==> config.mk <==
export PLATFORM = sky130hd
export DESIGN_NAME = inst_decode
export DESIGN_NICKNAME = d
export VERILOG_FILES = /design/src/rtl/rv32i_pkg.sv /design/src/rtl/regfile.sv /design/src/rtl/inst_decode.sv
export SDC_FILE = /design/constraint.sdc
export NUM_CORES = 2
export LEC_CHECK = 0
export BUFFER_PORTS_ARGS = -buffer_cell sky130_fd_sc_hd__buf_2
export CAP_MARGIN = 25
export CORE_UTILIZATION = 48
export CTS_BUF_LIST = sky130_fd_sc_hd__clkbuf_4 sky130_fd_sc_hd__clkbuf_8
export DETAILED_ROUTE_END_ITERATION = 8
export SYNTH_ARGS = -nofsm -noshare
export SYNTH_HDL_FRONTEND = slang
export SYNTH_SLANG_ARGS = --single-unit
==> constraint.sdc <==
create_clock -name clk -period 4.9 [get_ports clk]
set_input_delay 0.735 -clock clk [delete_from_list [all_inputs] [get_ports clk]]
set_output_delay 0.735 -clock clk [all_outputs]
set_load 0.02 [all_outputs]
==> src/rtl/rv32i_pkg.sv <==
// Shared RV32I definitions: datapath width, opcode constants and the
// immediate-format classification used by the decode stage.
package rv32i_pkg;

  localparam int XLEN   = 32;
  localparam int REG_AW = 5;

  localparam logic [6:0] OP_IMM    = 7'b0010011;
  localparam logic [6:0] OP_LOAD   = 7'b0000011;
  localparam logic [6:0] OP_JALR   = 7'b1100111;
  localparam logic [6:0] OP_STORE  = 7'b0100011;
  localparam logic [6:0] OP_BRANCH = 7'b1100011;
  localparam logic [6:0] OP_LUI    = 7'b0110111;
  localparam logic [6:0] OP_AUIPC  = 7'b0010111;
  localparam logic [6:0] OP_JAL    = 7'b1101111;
  localparam logic [6:0] OP_R      = 7'b0110011;

  typedef enum logic [2:0] {
    IMM_I,
    IMM_S,
    IMM_B,
    IMM_U,
    IMM_J,
    IMM_NONE
  } imm_fmt_t;

  // R-type and unrecognised opcodes carry no immediate.
  function automatic imm_fmt_t imm_fmt_of(input logic [6:0] op);
    case (op)
      OP_IMM, OP_LOAD, OP_JALR: return IMM_I;
      OP_STORE:                 return IMM_S;
      OP_BRANCH:                return IMM_B;
      OP_LUI, OP_AUIPC:         return IMM_U;
      OP_JAL:                   return IMM_J;
      OP_R:                     return IMM_NONE;
      default:                  return IMM_NONE;
    endcase
  endfunction

endpackage

==> src/rtl/regfile.sv <==
// RV32I integer register file: x0 hardwired to zero, two combinational read
// ports, one write port. Optional debug read port under REGFILE_DEBUG_EN.
module regfile #(
  parameter int XLEN = rv32i_pkg::XLEN,
  parameter int NREG = 32
) (
  input  logic                        clk,
  input  logic                        rst,
  input  logic                        we,
  input  logic [rv32i_pkg::REG_AW-1:0] waddr,
  input  logic [XLEN-1:0]             wdata,
  input  logic [rv32i_pkg::REG_AW-1:0] raddr1,
  input  logic [rv32i_pkg::REG_AW-1:0] raddr2,
`ifdef REGFILE_DEBUG_EN
  input  logic [rv32i_pkg::REG_AW-1:0] dbg_sel,
  output logic [XLEN-1:0]             dbg_data,
`endif
  output logic [XLEN-1:0]             rdata1,
  output logic [XLEN-1:0]             rdata2
);

  logic [XLEN-1:0] regs [NREG];

  // NOTE: the array is built from flops rather than a RAM macro because the
  // architecture requires every register to clear asynchronously on reset.
  always_ff @(posedge clk or negedge rst) begin
    if (!rst) begin
      for (int i = 0; i < NREG; i++) begin
        regs[i] <= '0;
      end
    end else if (we && (waddr != '0)) begin
      regs[waddr] <= wdata;
    end
  end

  // Reads bypass nothing: a same-cycle write is seen only after the edge.
  assign rdata1 = (raddr1 == '0) ? '0 : regs[raddr1];
  assign rdata2 = (raddr2 == '0) ? '0 : regs[raddr2];

`ifdef REGFILE_DEBUG_EN
  assign dbg_data = (dbg_sel == '0) ? '0 : regs[dbg_sel];
`endif

endmodule

==> src/rtl/inst_decode.sv <==
// Decode stage of the single-cycle RV32I core: field slicing, immediate
// generation and register file. Optional debug port under REGFILE_DEBUG_EN.
module inst_decode #(
  parameter int XLEN = rv32i_pkg::XLEN,
  parameter int NREG = 32
) (
  input  logic            clk,
  input  logic            rst,
  input  logic [31:0]     inst,
  input  logic            reg_write,
  input  logic [XLEN-1:0] wb_data,
`ifdef REGFILE_DEBUG_EN
  input  logic [4:0]      dbg_sel,
  output logic [XLEN-1:0] dbg_data,
`endif
  output logic [XLEN-1:0] rs1_data,
  output logic [XLEN-1:0] rs2_data,
  output logic [XLEN-1:0] imm32,
  output logic [6:0]      opcode,
  output logic [2:0]      funct3,
  output logic [6:0]      funct7,
  output logic [4:0]      rd
);

  import rv32i_pkg::*;

  imm_fmt_t    fmt;
  logic [31:0] imm;

  assign opcode = inst[6:0];
  assign rd     = inst[11:7];
  assign funct3 = inst[14:12];
  assign funct7 = inst[31:25];

  assign fmt = imm_fmt_of(inst[6:0]);

  // NOTE: every combinational output gets a default before the case so that
  // no path leaves it unassigned and a latch cannot be inferred.
  always_comb begin
    imm = '0;
    case (fmt)
      IMM_I: imm = {{20{inst[31]}}, inst[31:20]};
      IMM_S: imm = {{20{inst[31]}}, inst[31:25], inst[11:7]};
      IMM_B: imm = {{19{inst[31]}}, inst[31], inst[7], inst[30:25], inst[11:8], 1'b0};
      IMM_U: imm = {inst[31:12], 12'b0};
      IMM_J: imm = {{11{inst[31]}}, inst[31], inst[19:12], inst[20], inst[30:21], 1'b0};
      default: imm = '0;
    endcase
  end

  assign imm32 = imm;

  regfile #(
    .XLEN (XLEN),
    .NREG (NREG)
  ) u_regfile (
    .clk      (clk),
    .rst      (rst),
    .we       (reg_write),
    .waddr    (inst[11:7]),
    .wdata    (wb_data),
    .raddr1   (inst[19:15]),
    .raddr2   (inst[24:20]),
`ifdef REGFILE_DEBUG_EN
    .dbg_sel  (dbg_sel),
    .dbg_data (dbg_data),
`endif
    .rdata1   (rs1_data),
    .rdata2   (rs2_data)
  );

endmodule

==> impl_results.html <==
<table>
<tr><th>Metric</th><th>Value</th></tr>
<tr><th colspan="2">Setup path</th></tr>
<tr><td>Largest stage delay on the critical path</td><td>0.75 ns</td></tr>
<tr><td>Req. time, crit path</td><td>around 4.2 ns</td></tr>
<tr><td>Worst Path Max Fanout</td><td>63</td></tr>
<tr><td>Type of origin of the critical path</td><td>input pin</td></tr>
<tr><td>Critical-path top delay cell</td><td>sky130_fd_sc_hd__a2111oi_0</td></tr>
<tr><td>CP Cell Sequence</td><td>buf_8 -&gt; mux4_2 -&gt; a22o_1 -&gt; a2111oi_0 -&gt; a211oi_1 -&gt; buf_2</td></tr>
<tr><td>Category of the critical setup timing path</td><td>input pin to output port</td></tr>
<tr><td>Type of destination of the critical path</td><td>output port</td></tr>
<tr><td>Arr. time, crit path</td><td>3.52 ns</td></tr>
<tr><th colspan="2">Synth</th></tr>
<tr><td>Net count after synthesis</td><td>3996</td></tr>
<tr><td>Number of flops mapped to enable cells by yosys</td><td>0</td></tr>
<tr><td>Synth async-reset ratio</td><td>100%</td></tr>
<tr><td>Syn Std Cell Area</td><td>0.0552 mm²</td></tr>
<tr><td>Count of cell types in the netlist</td><td>49</td></tr>
<tr><td>Share of the yosys chip area belonging to registers</td><td>46.4%</td></tr>
<tr><td>Synth Area per Inst</td><td>14.1 µm²</td></tr>
<tr><td>Yosys reg bits</td><td>a little over 1000</td></tr>
<tr><td>Count of warnings emitted by yosys</td><td>0</td></tr>
<tr><td>Synthesized instance count</td><td>approximately 3900</td></tr>
<tr><td>Ys flop type</td><td>sky130_fd_sc_hd__dfrtp_1</td></tr>
<tr><th colspan="2">STA</th></tr>
<tr><td>Count of final max-slew check failures</td><td>0</td></tr>
<tr><td>Highest achievable clock rate</td><td>between 200 and 250 MHz</td></tr>
<tr><td>Final critical path time including I/O delays and setup</td><td>4.25 ns</td></tr>
<tr><td>Final setup TNS</td><td>0 ns</td></tr>
<tr><td>Actual transition at the worst max-transition pin</td><td>1.07 ns</td></tr>
<tr><td>Count of final setup violators</td><td>0</td></tr>
<tr><td>Crit share post-route</td><td>between 80% and 90%</td></tr>
<tr><td>RSZ-0062 raised after global routing</td><td>no</td></tr>
<tr><td>Setup Skew</td><td>0 ns</td></tr>
<tr><td>Max transition margin</td><td>28.6%</td></tr>
<tr><td>Number of endpoints with negative hold slack in the final report</td><td>0</td></tr>
<tr><th colspan="2">Die</th></tr>
<tr><td>Number of cell rows</td><td>between 100 and 150</td></tr>
<tr><td>Die width</td><td>341 µm</td></tr>
<tr><td>Core region area</td><td>between 0.1 and 0.15 mm²</td></tr>
<tr><td>Die area</td><td>0.116 mm²</td></tr>
<tr><td>IO Pins</td><td>185</td></tr>
<tr><td>Initial Utilization</td><td>between 40 and 50%</td></tr>
<tr><td>Die outline height</td><td>341 µm</td></tr>
<tr><th colspan="2">Clock tree</th></tr>
<tr><td>Count of cells resized by post-cts repair</td><td>0</td></tr>
<tr><td>Total number of H-tree levels</td><td>4</td></tr>
<tr><td>Clock tree from TritonCTS</td><td>yes</td></tr>
<tr><td>Root buffer cell</td><td>sky130_fd_sc_hd__clkbuf_8</td></tr>
<tr><td>Number of sinks driven by the clock tree</td><td>1024</td></tr>
<tr><td>Number of clock buffers inserted by TritonCTS</td><td>180</td></tr>
<tr><td>Worst-Skew Late Latency</td><td>about 0.85 ns</td></tr>
<tr><td>Clock Tree Buf Depth</td><td>3</td></tr>
<tr><td>Post-cts hold buffer count</td><td>1</td></tr>
<tr><td>Setup fix buffers added after clock tree synthesis</td><td>0</td></tr>
<tr><td>Clock transition at path regs</td><td>0.06 ns</td></tr>
<tr><th colspan="2">Finish</th></tr>
<tr><td>Core occupancy in the finished layout</td><td>between 50 and 60%</td></tr>
<tr><td>Highest-count cells in the layout ignoring fill and taps</td><td>1024 x sky130_fd_sc_hd__dfrtp_1, 989 x sky130_fd_sc_hd__mux2_2, 399 x sky130_fd_sc_hd__mux2i_1, 331 x sky130_fd_sc_hd__mux4_2, 227 x sky130_fd_sc_hd__clkbuf_8</td></tr>
<tr><td>Top Registers</td><td>u_regfile.regs x1024</td></tr>
<tr><td>Post-layout nets</td><td>4051</td></tr>
<tr><td>Fraction of final layout cells with drive strength greater than 1</td><td>49.4%</td></tr>
<tr><td>Design Area, Final</td><td>0.0617 mm²</td></tr>
<tr><td>Register with the highest flop count</td><td>u_regfile.regs</td></tr>
<tr><td>Filler Cell Count</td><td>9652</td></tr>
<tr><td>Most common cell after layout, fill and taps aside</td><td>sky130_fd_sc_hd__dfrtp_1</td></tr>
<tr><td>Largest register FFs</td><td>1024</td></tr>
<tr><td>Synthesis-to-finish area growth</td><td>11.7%</td></tr>
<tr><th colspan="2">Global route</th></tr>
<tr><td>Leftover overflow at the end of global routing</td><td>0</td></tr>
<tr><td>Global-route wire length before repair</td><td>268000 µm</td></tr>
<tr><td>Vias in the first global route</td><td>37500</td></tr>
<tr><td>Maximum number of pins on one net before global-route repair</td><td>124</td></tr>
<tr><td>Antenna violations before repair</td><td>11</td></tr>
<tr><td>Total global routing track utilization</td><td>31.7%</td></tr>
<tr><th colspan="2">Place</th></tr>
<tr><td>Routability congestion estimate</td><td>0.812</td></tr>
<tr><td>IO buf count</td><td>about 180</td></tr>
<tr><td>Placed cell areas</td><td>0.0579 mm²</td></tr>
<tr><td>Estimated wirelength of the detail-placed design</td><td>106000 µm</td></tr>
<tr><th colspan="2">Power</th></tr>
<tr><td>LEAKAGE</td><td>27.8 nW</td></tr>
<tr><td>Power density of the placed cells</td><td>398 mW/mm²</td></tr>
<tr><td>Worst vdd ir</td><td>0.000248 V</td></tr>
<tr><td>Pwr Total</td><td>24.6 mW</td></tr>
<tr><th colspan="2">Routing</th></tr>
<tr><td>Routed vias/inst</td><td>6.60</td></tr>
<tr><td>Wirelength, routed</td><td>183000 µm</td></tr>
<tr><td>DR pass1 iterations</td><td>5</td></tr>
<tr><td>Detailed-route wire length per cell</td><td>32.5 µm</td></tr>
<tr><td>Number of design rule violations left after detail routing</td><td>0</td></tr>
<tr><td>Remaining antenna violation count after routing</td><td>0</td></tr>
<tr><td>Detailed-route via count</td><td>37100</td></tr>
<tr><td>DRC violation total after the first TritonRoute iteration</td><td>3239</td></tr>
<tr><th colspan="2">Hold path</th></tr>
<tr><td>Path type of the worst min-delay path</td><td>register to register</td></tr>
<tr><th colspan="2">Status</th></tr>
<tr><td>Run status</td><td>finished, final reports clean</td></tr>
<tr><th colspan="2">Flow run</th></tr>
<tr><td>Number of violations of the max-capacitance limit</td><td>0</td></tr>
</table>
[layout make-up]
| class | count | area [µm²] | area share (%) |
|---|---|---|---|
| Tap cell | 1512 | 1890 | 3.07 |
| Antenna cell | 5 | 12.5 | 0.0203 |
| Multi-Input combinational cell | 2429 | 27600 | 44.7 |
| Sequential cell | 1024 | 25600 | 41.5 |
| Timing Repair Buffer | 348 | 2820 | 4.58 |
| Clock buffer | 283 | 3530 | 5.72 |
| Inverter | 1 | 6.26 | 0.0101 |
| Clock inverter | 28 | 198 | 0.321 |
[through the flow]
stage               cells  hold WS (ns)  setup slack [ns]
floorplan            3929         0.439              1.65
global placement     5312         0.382             0.656
global route         5628         0.404             0.558
detailed placement   5312         0.386             0.667
finish               5630         0.397             0.646
CTS                  5624         0.399             0.670
[per-layer routing]
metal / track usage [%] / routed length, µm / share of wire [%] / vias up
li1: - / - / - / 15200
met1: 44.5 / 78500 / 43 / 20000
met2: 49.4 / 85600 / 47 / 1569
met3: 5.59 / 12500 / 6.8 / 344
met4: 11.5 / 6410 / 3.5 / 4
met5: 0 / 29 / 0.016 / -
[worst max-delay path: cells and delay by family]
kind / cells / cell delay [ns]
buffers and inverters: 2 / 0.78
AO/OA/AOI/OAI: 3 / 1.27
multiplexers: 1 / 0.59
[power by group]
part | internal, mW | total, mW | switching, mW
clock network | 4.63 | 8.26 | 3.63
registers | 10.1 | 11.3 | 1.20
logic | 2.87 | 5.04 | 2.17
total | 17.6 | 24.6 | 7.00
[final timing paths]
check	start	endpoint	slack [ns]	depth (start not counted)
worst max-delay path	inst[15]	rs1_data[10]	0.65	6
worst min-delay path	u_regfile.regs[1018]	u_regfile.regs[1018]	0.40	0
worst max register to register	u_regfile.regs[393]	u_regfile.regs[393]	4.09	1
worst min register to register	u_regfile.regs[1018]	u_regfile.regs[1018]	0.40	0
max in group asynchronous	rst	u_regfile.regs[234]	3.10	3
min in group asynchronous	rst	u_regfile.regs[602]	0.54	2
[cells by family after synthesis]
kind of cell	count (synthesis)	share of synthesized area [%]
flops	1024	46.4
buf+inv	476	4.14
mux	1745	41.4
compound gates	465	6.12
simple gates	218	1.89
xor+xnor	1	0.0159
[synth_stat cells (all sizes together) (2+ instances only)]
master | n | share of area [%]
dfrtp | 1024 | 46
mux2 | 1015 | 21
mux2i | 399 | 7.2
mux4 | 331 | 14
clkbuf | 240 | 1.6
buf | 235 | 2.5
a22oi | 109 | 1.5
nand2 | 83 | 0.56
a21oi | 74 | 0.67
a22o | 43 | 0.68
nand3 | 34 | 0.31
a31oi | 32 | 0.36
o21ai | 30 | 0.27
o221ai | 29 | 0.46
nor2 | 28 | 0.19
a2111oi | 26 | 0.43
a211oi | 25 | 0.34
a21o | 25 | 0.34
o22ai | 23 | 0.26
a221o | 16 | 0.29
a221oi | 16 | 0.25
nor2b | 14 | 0.16
nor3 | 14 | 0.13
and2 | 12 | 0.14
and3 | 9 | 0.10
a311oi | 8 | 0.13
nand2b | 5 | 0.057
or3 | 5 | 0.057
nand4b | 3 | 0.048
nor3b | 3 | 0.041
o221a | 3 | 0.061
o41ai | 3 | 0.048
nand4 | 2 | 0.023
nor4 | 2 | 0.023
or2 | 2 | 0.023
Power figures use the tool's default switching activity.
